$ cat src/rtl/aap_dmem_arbiter.sv
// Two-port data-memory arbiter: CPU (port 0) and debug (port 1) share a
// byte-wide memory. Word accesses take two byte transfers, little-endian.
module aap_dmem_arbiter #(
    parameter int FAIR = 1
) (
    input  logic        clk,
    input  logic        rst,
    input  logic        p0_req,
    input  logic        p0_we,
    input  logic        p0_word,
    input  logic [15:0] p0_addr,
    input  logic [15:0] p0_wdata,
    output logic        p0_ack,
    output logic [15:0] p0_rdata,
    input  logic        p1_req,
    input  logic        p1_we,
    input  logic        p1_word,
    input  logic [15:0] p1_addr,
    input  logic [15:0] p1_wdata,
    output logic        p1_ack,
    output logic [15:0] p1_rdata,
    output logic [15:0] m_raddr,
    output logic [15:0] m_waddr,
    input  logic [7:0]  m_rdata,
    output logic [7:0]  m_wdata,
    output logic        m_we
);

    typedef enum logic [2:0] {IDLE, LO, HI, CAP, ACK} state_t;

    state_t      state, state_nx;
    logic        last_gnt;
    logic        gnt_id;
    logic        gnt_valid;
    logic        gnt_sel;
    logic        sel_we;
    logic        sel_word;
    logic [15:0] sel_addr;
    logic [15:0] sel_wdata;
    logic        l_we;
    logic        l_word;
    logic [15:0] l_addr;
    logic [15:0] l_wdata;
    logic [7:0]  lo_byte;
    logic [15:0] rd_result;
    logic [15:0] m_addr;
    logic [7:0]  wdata_q;
    logic        we_q;

    // Arbitration among current requests and mux of the winner's fields
    always_comb begin
        gnt_valid = p0_req | p1_req;
        if (p0_req && p1_req) begin
            gnt_sel = (FAIR != 0) ? ~last_gnt : 1'b0;
        end else begin
            gnt_sel = p1_req;
        end
        sel_we    = gnt_sel ? p1_we    : p0_we;
        sel_word  = gnt_sel ? p1_word  : p0_word;
        sel_addr  = gnt_sel ? p1_addr  : p0_addr;
        sel_wdata = gnt_sel ? p1_wdata : p0_wdata;
    end

    // Next-state logic
    always_comb begin
        state_nx = state;
        case (state)
            IDLE:    state_nx = gnt_valid ? LO : IDLE;
            LO:      state_nx = l_word ? HI : (l_we ? ACK : CAP);
            HI:      state_nx = l_we ? ACK : CAP;
            CAP:     state_nx = ACK;
            ACK:     state_nx = IDLE;
            default: state_nx = IDLE;
        endcase
    end

    // State register
    always_ff @(posedge clk) begin
        if (rst) state <= IDLE;
        else     state <= state_nx;
    end

    // Final read value, formed in CAP from the byte arriving this cycle
    assign rd_result = l_word ? {m_rdata, lo_byte} : {8'h00, m_rdata};

    // Datapath: grant latching, memory drive registers, capture and ack
    always_ff @(posedge clk) begin
        if (rst) begin
            last_gnt <= 1'b1;
            gnt_id   <= 1'b0;
            l_we     <= 1'b0;
            l_word   <= 1'b0;
            l_addr   <= '0;
            l_wdata  <= '0;
            lo_byte  <= '0;
            m_addr   <= '0;
            wdata_q  <= '0;
            we_q     <= 1'b0;
            p0_ack   <= 1'b0;
            p1_ack   <= 1'b0;
            p0_rdata <= '0;
            p1_rdata <= '0;
        end else begin
            we_q   <= 1'b0;
            p0_ack <= 1'b0;
            p1_ack <= 1'b0;
            case (state)
                IDLE: begin
                    if (gnt_valid) begin
                        last_gnt <= gnt_sel;
                        gnt_id   <= gnt_sel;
                        l_we     <= sel_we;
                        l_word   <= sel_word;
                        l_addr   <= sel_addr;
                        l_wdata  <= sel_wdata;
                        m_addr   <= sel_addr;
                        we_q     <= sel_we;
                        if (sel_we) wdata_q <= sel_wdata[7:0];
                    end
                end
                LO: begin
                    if (l_word) begin
                        m_addr <= l_addr + 16'd1;
                        we_q   <= l_we;
                        if (l_we) wdata_q <= l_wdata[15:8];
                    end
                end
                HI: begin
                    if (!l_we) lo_byte <= m_rdata;
                end
                default: ;
            endcase
            if (state != ACK && state_nx == ACK) begin
                if (gnt_id) p1_ack <= 1'b1;
                else        p0_ack <= 1'b1;
                if (!l_we) begin
                    if (gnt_id) p1_rdata <= rd_result;
                    else        p0_rdata <= rd_result;
                end
            end
        end
    end

    // Write strobe is registered with the address; reset gates it in the same
    // cycle so an aborted transfer cannot land its pending byte.
    assign m_we    = we_q & ~rst;
    assign m_wdata = wdata_q;
    assign m_raddr = m_addr;
    assign m_waddr = m_addr;

endmodule

$ cat config.mk
export PLATFORM = sky130hd
export DESIGN_NAME = aap_dmem_arbiter
export DESIGN_NICKNAME = d
export VERILOG_FILES = /design/src/rtl/aap_dmem_arbiter.sv
export SDC_FILE = /design/constraint.sdc
export NUM_CORES = 1
export LEC_CHECK = 0
export BUFFER_PORTS_ARGS = -buffer_cell sky130_fd_sc_hd__buf_2
export CORE_ASPECT_RATIO = 0.5
export CORE_MARGIN = 10
export CORE_UTILIZATION = 30
export CTS_CLUSTER_DIAMETER = 50
export DETAILED_ROUTE_END_ITERATION = 10
export SLEW_MARGIN = 20
export SYNTH_ARGS = -nofsm -noshare
export SYNTH_HDL_FRONTEND = slang
export SYNTH_SLANG_ARGS = --single-unit
$ cat constraint.sdc
create_clock -name clk -period 1.97 [get_ports clk]
set_input_delay 0.394 -clock clk [delete_from_list [all_inputs] [get_ports clk]]
set_output_delay 0.394 -clock clk [all_outputs]
set_load 0.005 [all_outputs]
==> results of run 1 <==
==> cell type report <==
class | count | share of cell area
Tap cell | 204 | 0.0440
Clock buffer | 9 | 0.0388
Clock inverter | 5 | 0.00582
Timing Repair Buffer | 176 | 0.168
Multi-Input combinational cell | 366 | 0.402
Sequential cell | 98 | 0.338
Inverter | 5 | 0.00323
Antenna cell | 1 | 0.000431
==> final timing paths <==
kind,startpoint,end,slack [ps],cells after the start
hold reg to reg,p1_rdata[15]$_SDFFE_PP0P_,p1_rdata[15]$_SDFFE_PP0P_,450,2
hold / removal,m_rdata[4],lo_byte[4]$_SDFFE_PP0P_,330,3
setup reg to reg,state[2]$_SDFF_PP0_,m_raddr[14]$_SDFFE_PP0P_,140,5
setup / recovery,state[2]$_SDFF_PP0_,m_raddr[14]$_SDFFE_PP0P_,140,5
==> report_power, final <==
group	leakage, uW	internal (uW)	switching [uW]	total (uW)
clock	0.000123	840	762	1600
sequential	0.000801	2490	422	2920
combinational	0.00152	1380	1790	3160
total	0.00244	4710	2970	7680
==> registers in the layout (all words and copies together) (netlist names) <==
signal    flops
gnt_id        1
l_addr       16
l_wdata       8
l_we          1
l_word        1
last_gnt      1
lo_byte       8
m_raddr      16
m_wdata       8
p0_ack        1
p0_rdata     16
p1_ack        1
p1_rdata     16
state         3
we_q          1
==> cell families after synthesis <==
kind of cell | share of synthesized area
xor gates and xnor gates | 0.0131
muxes | 0.112
AOI/OAI and AO/OA | 0.190
adders and majority gates | 0.00268
DFF | 0.420
buffers and inverters | 0.0828
and+or+nand+nor | 0.180
==> critical path, delay by kind of cell, from the launching register on <==
kind | cells | cell delay [ps]
flops | 1 | 410
buf+inv | 1 | 210
compound gates | 2 | 370
simple gates | 2 | 750
==> what timing repair did <==
action	CTS	global route
hold endpoints to repair	0	0
endpoints found under the setup margin	0	1
gates resized for setup	0	1
==> metal layers <==
metal  GRT usage  wire length, um  up-vias
li1            -                -     2136
met1       0.147             6110     1950
met2       0.221             7120       87
met3      0.0386              716       10
met4      0.0336              105        2
met5           0               17        -
==> synth_stat cells (2+ instances only) <==
cell type,count,area (sq um)
a32o_1,3,30.0
nand2_1,63,236
a211o_1,12,105
buf_6,6,67.6
a22oi_1,2,15.0
xnor2_1,6,52.6
nand2b_1,5,31.3
buf_4,19,143
buf_2,15,75.1
clkbuf_1,16,60.1
and3_1,3,18.8
buf_1,2,7.51
mux2_2,9,101
nor3_1,5,25.0
or3_1,2,12.5
nand4_1,2,12.5
and2_1,3,18.8
mux2i_1,42,420
nor2_1,54,203
o31a_1,2,17.5
and4_1,2,17.5
a31oi_1,3,18.8
a221oi_1,5,43.8
nor4_1,7,43.8
o21ai_0,9,45.0
nor2b_1,3,18.8
a21oi_1,37,185
inv_1,5,18.8
nand3_1,25,125
nor3_2,2,20.0
a211oi_1,40,300
dfxtp_1,98,1960
a311oi_1,5,43.8
==> through the flow <==
stage,cell area [sq um],setup slack (ps),util,total power [uW],cells
floorplan,4670,350,-,5300,528
global placement,5540,138,0.361,6100,849
detailed placement,5540,74.2,0.361,6150,849
CTS,5800,180,0.378,7780,863
global route,5800,5.16,0.379,8240,863
finish,5810,138,0.379,7680,864
==> results.json, run 1 <==
{
  "cts_tree": "built",
  "path_cells": "or3b_1, buf_4, nor2_2, a221oi_1, a311oi_1",
  "synth_warnings": 0,
  "min_path_type": "input pin to flop",
  "grt_usage": 0.126,
  "cts.sinks": 98,
  "period_share": 0.930,
  "holdWs_ps": 328,
  "drt-vias-per-instance": 4.84,
  "grt_pass1_wl_mm": 21.7,
  "final_nets": 737,
  "rows": 32,
  "pin_count": 155,
  "grt_max_degree": 48,
  "tightest_slew_ps": 483,
  "cpMaxStageDelayCell": "or3b_1",
  "synth.avg_cell_area_sq_um": 8.84,
  "antenna_found_initial": 2,
  "multiInputGateArea_sq_um": 2330,
  "synth_edf_count": 0,
  "port_buffers": 154,
  "cts_hold_buf": 0,
  "synth_area_sq_um": 4670,
  "fin_crit_ps": 1830,
  "maxSlewHeadroom": 0.670,
  "fill_cells": 1594,
  "synthFlopType": "dfxtp_1",
  "initial_core_util": 0.304,
  "power_density_nw_per_um2": 1320,
  "dp_hpwl_mm": 10.5,
  "final_hold_viol_count": 0,
  "worst_ep_required_time_ps": 2220,
  "finalWirelength_mm": 14.1,
  "via_count": 4185,
  "drtPass1Iterations": 4,
  "fmax_ghz": 0.546,
  "die_y_um": 108,
  "layout.area.seq_sq_um": 1960,
  "cts-root-buf": "clkbuf_16",
  "syn-instance-count": 528,
  "synth_cell_type_count": 49,
  "final_max_slew_viol_count": 0,
  "gp_congestion": 0.806,
  "grt_overflow": 0,
  "cts_buffers": 9,
  "skew_ps": 6.86,
  "synthArstFlopShare": 0,
  "finalSetupTns_ps": 0,
  "area_growth_pct": 24.4,
  "endpoint_kind": "flop",
  "crit_type": "flop to flop",
  "htreeDepth": 3,
  "grt_pass1_vias": 4101,
  "final_common_cell": "buf_2",
  "cts.path.max_buffers": 2,
  "dieArea_sq_um": 21300,
  "clk_pin_slew_ps": 70,
  "maxCapViolations": 0,
  "synth.net_count": 609,
  "arrival_ps": 2080,
  "synth_seq_cells": 98,
  "seq_area_frac_synth": 0.420,
  "wire_per_inst_um": 16.3,
  "setup_violations": 0,
  "final_cell_mix": "153 x buf_2, 98 x dfxtp_1, 63 x nand2_1",
  "insertion_delay_ps": 340,
  "die_w_um": 196,
  "vdd_ir_drop_max_uv": 590,
  "core_sq_um": 15300,
  "drt_iter0_markers": 183,
  "cpPeakStageDelay_ps": 430,
  "drcViolationCount": 0,
  "status": "finished, final reports clean",
  "postCtsSetupBuffers": 0,
  "worst_setup_path_start_kind": "flop",
  "drive_gt1_frac": 0.317,
  "grt_setup_unrepaired": "no",
  "p_leak_uw": 0.00244,
  "path_max_fanout": 14,
  "final_antenna_net_count": 0
}
No activity file was read; power rests on OpenSTA's default activity.
==> run 2: changes to the inputs <==
--- a/config.mk
+++ b/config.mk
@@ -5,12 +5,13 @@
 export SDC_FILE = /design/constraint.sdc
 export NUM_CORES = 1
 export LEC_CHECK = 0
+export ABC_CLOCK_PERIOD_IN_PS = 1970
 export BUFFER_PORTS_ARGS = -buffer_cell sky130_fd_sc_hd__buf_2
-export CORE_ASPECT_RATIO = 0.5
 export CORE_MARGIN = 10
 export CORE_UTILIZATION = 30
 export CTS_CLUSTER_DIAMETER = 50
 export DETAILED_ROUTE_END_ITERATION = 10
+export PLACE_DENSITY = 0.55
 export SLEW_MARGIN = 20
 export SYNTH_ARGS = -nofsm -noshare
 export SYNTH_HDL_FRONTEND = slang
==> run 2 against run 1 <==
  * Clock skew rose by 4.7 ps
  * Power is 3.7% higher
  * Count of clock-buffer cells in the layout grew 3
  * Critical path type unchanged
  * Cell count fell by 1.4%
  * Via count rose by 3.3%
  * Routed wire length up 1.0%
  * Sequential share of layout area shrank 0.18 points
  * Worst hold slack worse by 9.0 ps
  * Sequential power about the same
==> results.json, run 2 (synthesis results as in run 1) <==
{
  "final_nets": 740,
  "antenna_found_initial": 1,
  "grt_overflow": 0,
  "drt_iter0_markers": 163,
  "cts.path.max_buffers": 2,
  "cts_buffers": 9,
  "final_common_cell": "buf_2",
  "maxSlewHeadroom": 0.693,
  "initial_core_util": 0.307,
  "insertion_delay_ps": 350,
  "endpoint_kind": "flop",
  "grt_setup_unrepaired": "no",
  "clk_pin_slew_ps": 70,
  "p_leak_uw": 0.00248,
  "cts-root-buf": "clkbuf_16",
  "cts-resized-gates": 0,
  "die_w_um": 145,
  "crit_type": "flop to flop",
  "cpPeakStageDelay_ps": 480,
  "cts_hold_buf": 0,
  "drt-vias-per-instance": 5.07,
  "grt_usage": 0.133,
  "grt_max_degree": 46,
  "finalPower_uw": 7960,
  "final_max_slew_viol_count": 0,
  "setup_violations": 0,
  "holdWs_ps": 319,
  "grt_pass1_wl_mm": 22.1,
  "finalSetupTns_ps": 0,
  "min_path_type": "input pin to flop",
  "dp_hpwl_mm": 10.6,
  "reg2reg_depth": 4,
  "dieArea_sq_um": 20900,
  "port_buffers": 154,
  "status": "finished, final reports clean",
  "cts_tree": "built",
  "cts.sinks": 98,
  "arrival_ps": 1990,
  "final_antenna_net_count": 0,
  "final_cell_mix": "154 x buf_2, 98 x dfxtp_1, 63 x nand2_1",
  "htreeDepth": 3,
  "worst_ep_required_time_ps": 2200,
  "critPathTopFamily": "simple AND/OR/NAND/NOR gates",
  "area_growth_pct": 25.1,
  "power_density_nw_per_um2": 1360,
  "fmax_ghz": 0.568,
  "fill_cells": 1581,
  "cp.depth": 4,
  "finalWirelength_mm": 14.2,
  "maxCapViolations": 0,
  "rows": 45,
  "die_y_um": 145,
  "pin_count": 155,
  "path_max_fanout": 29,
  "vdd_ir_drop_max_uv": 652,
  "path_cells": "or3b_1, buf_4, and2_1, o41ai_1",
  "worst_setup_path_start_kind": "flop",
  "hold_depth": 3,
  "wire_per_inst_um": 16.7,
  "final_hold_viol_count": 0,
  "period_share": 0.894,
  "gp_congestion": 0.782,
  "drcViolationCount": 0,
  "fin_crit_ps": 1760,
  "grt_pass1_vias": 4190,
  "core_sq_um": 15200,
  "postCtsSetupBuffers": 0,
  "drive_gt1_frac": 0.319,
  "drtPass1Iterations": 4,
  "post-route-util": 0.384,
  "tightest_slew_ps": 449,
  "skew_ps": 11.6,
  "n_antenna_cell": 0,
  "cpMaxStageDelayCell": "or3b_1",
  "path_buf_inv": 1,
  "via_count": 4323
}
## run 2: layout make-up
class,instances,area [sq um],area share
Timing Repair Buffer,179,996,0.171
Tap cell,188,235,0.0403
Clock buffer,12,246,0.0422
Sequential cell,98,1960,0.336
Clock inverter,4,51.3,0.00879
Multi-Input combinational cell,366,2330,0.399
Inverter,5,18.8,0.00321
## run 2: report_power, final
| part | internal (uW) | switching (uW) |
|---|---|---|
| clock | 1020 | 755 |
| combinational | 1430 | 1850 |
| sequential | 2490 | 415 |
## run 2: path summary, 6_finish.rpt
check / endpoint / start / slack, ps
setup / recovery: m_raddr[8]$_SDFFE_PP0P_ / state[2]$_SDFF_PP0_ / 210
hold / removal: lo_byte[6]$_SDFFE_PP0P_ / m_rdata[6] / 320
setup reg to reg: m_raddr[8]$_SDFFE_PP0P_ / state[2]$_SDFF_PP0_ / 210
hold reg to reg: m_wdata[4]$_SDFFE_PP0P_ / m_wdata[4]$_SDFFE_PP0P_ / 450
## run 2: metal layers
metal | track usage | part of all wire | vias up
li1 | - | - | 2135
met1 | 0.158 | 0.43 | 2013
met2 | 0.217 | 0.45 | 152
met3 | 0.0473 | 0.097 | 21
met4 | 0.0457 | 0.015 | 2
met5 | 0 | 0.00049 | -
## run 2: worst min-delay path, cell delays in order
cell,delay [ps]
buf_2,120
nand2_1,50
a21oi_1,50
## run 2: through the flow
stage	instances	setup slack, ps	instance area [sq um]
after CTS	852	183	5840
after global placement	836	152	5540
after detailed placement	836	56.7	5540
after global routing	852	16.8	5840
final	852	208	5840
after floorplan	528	350	4670
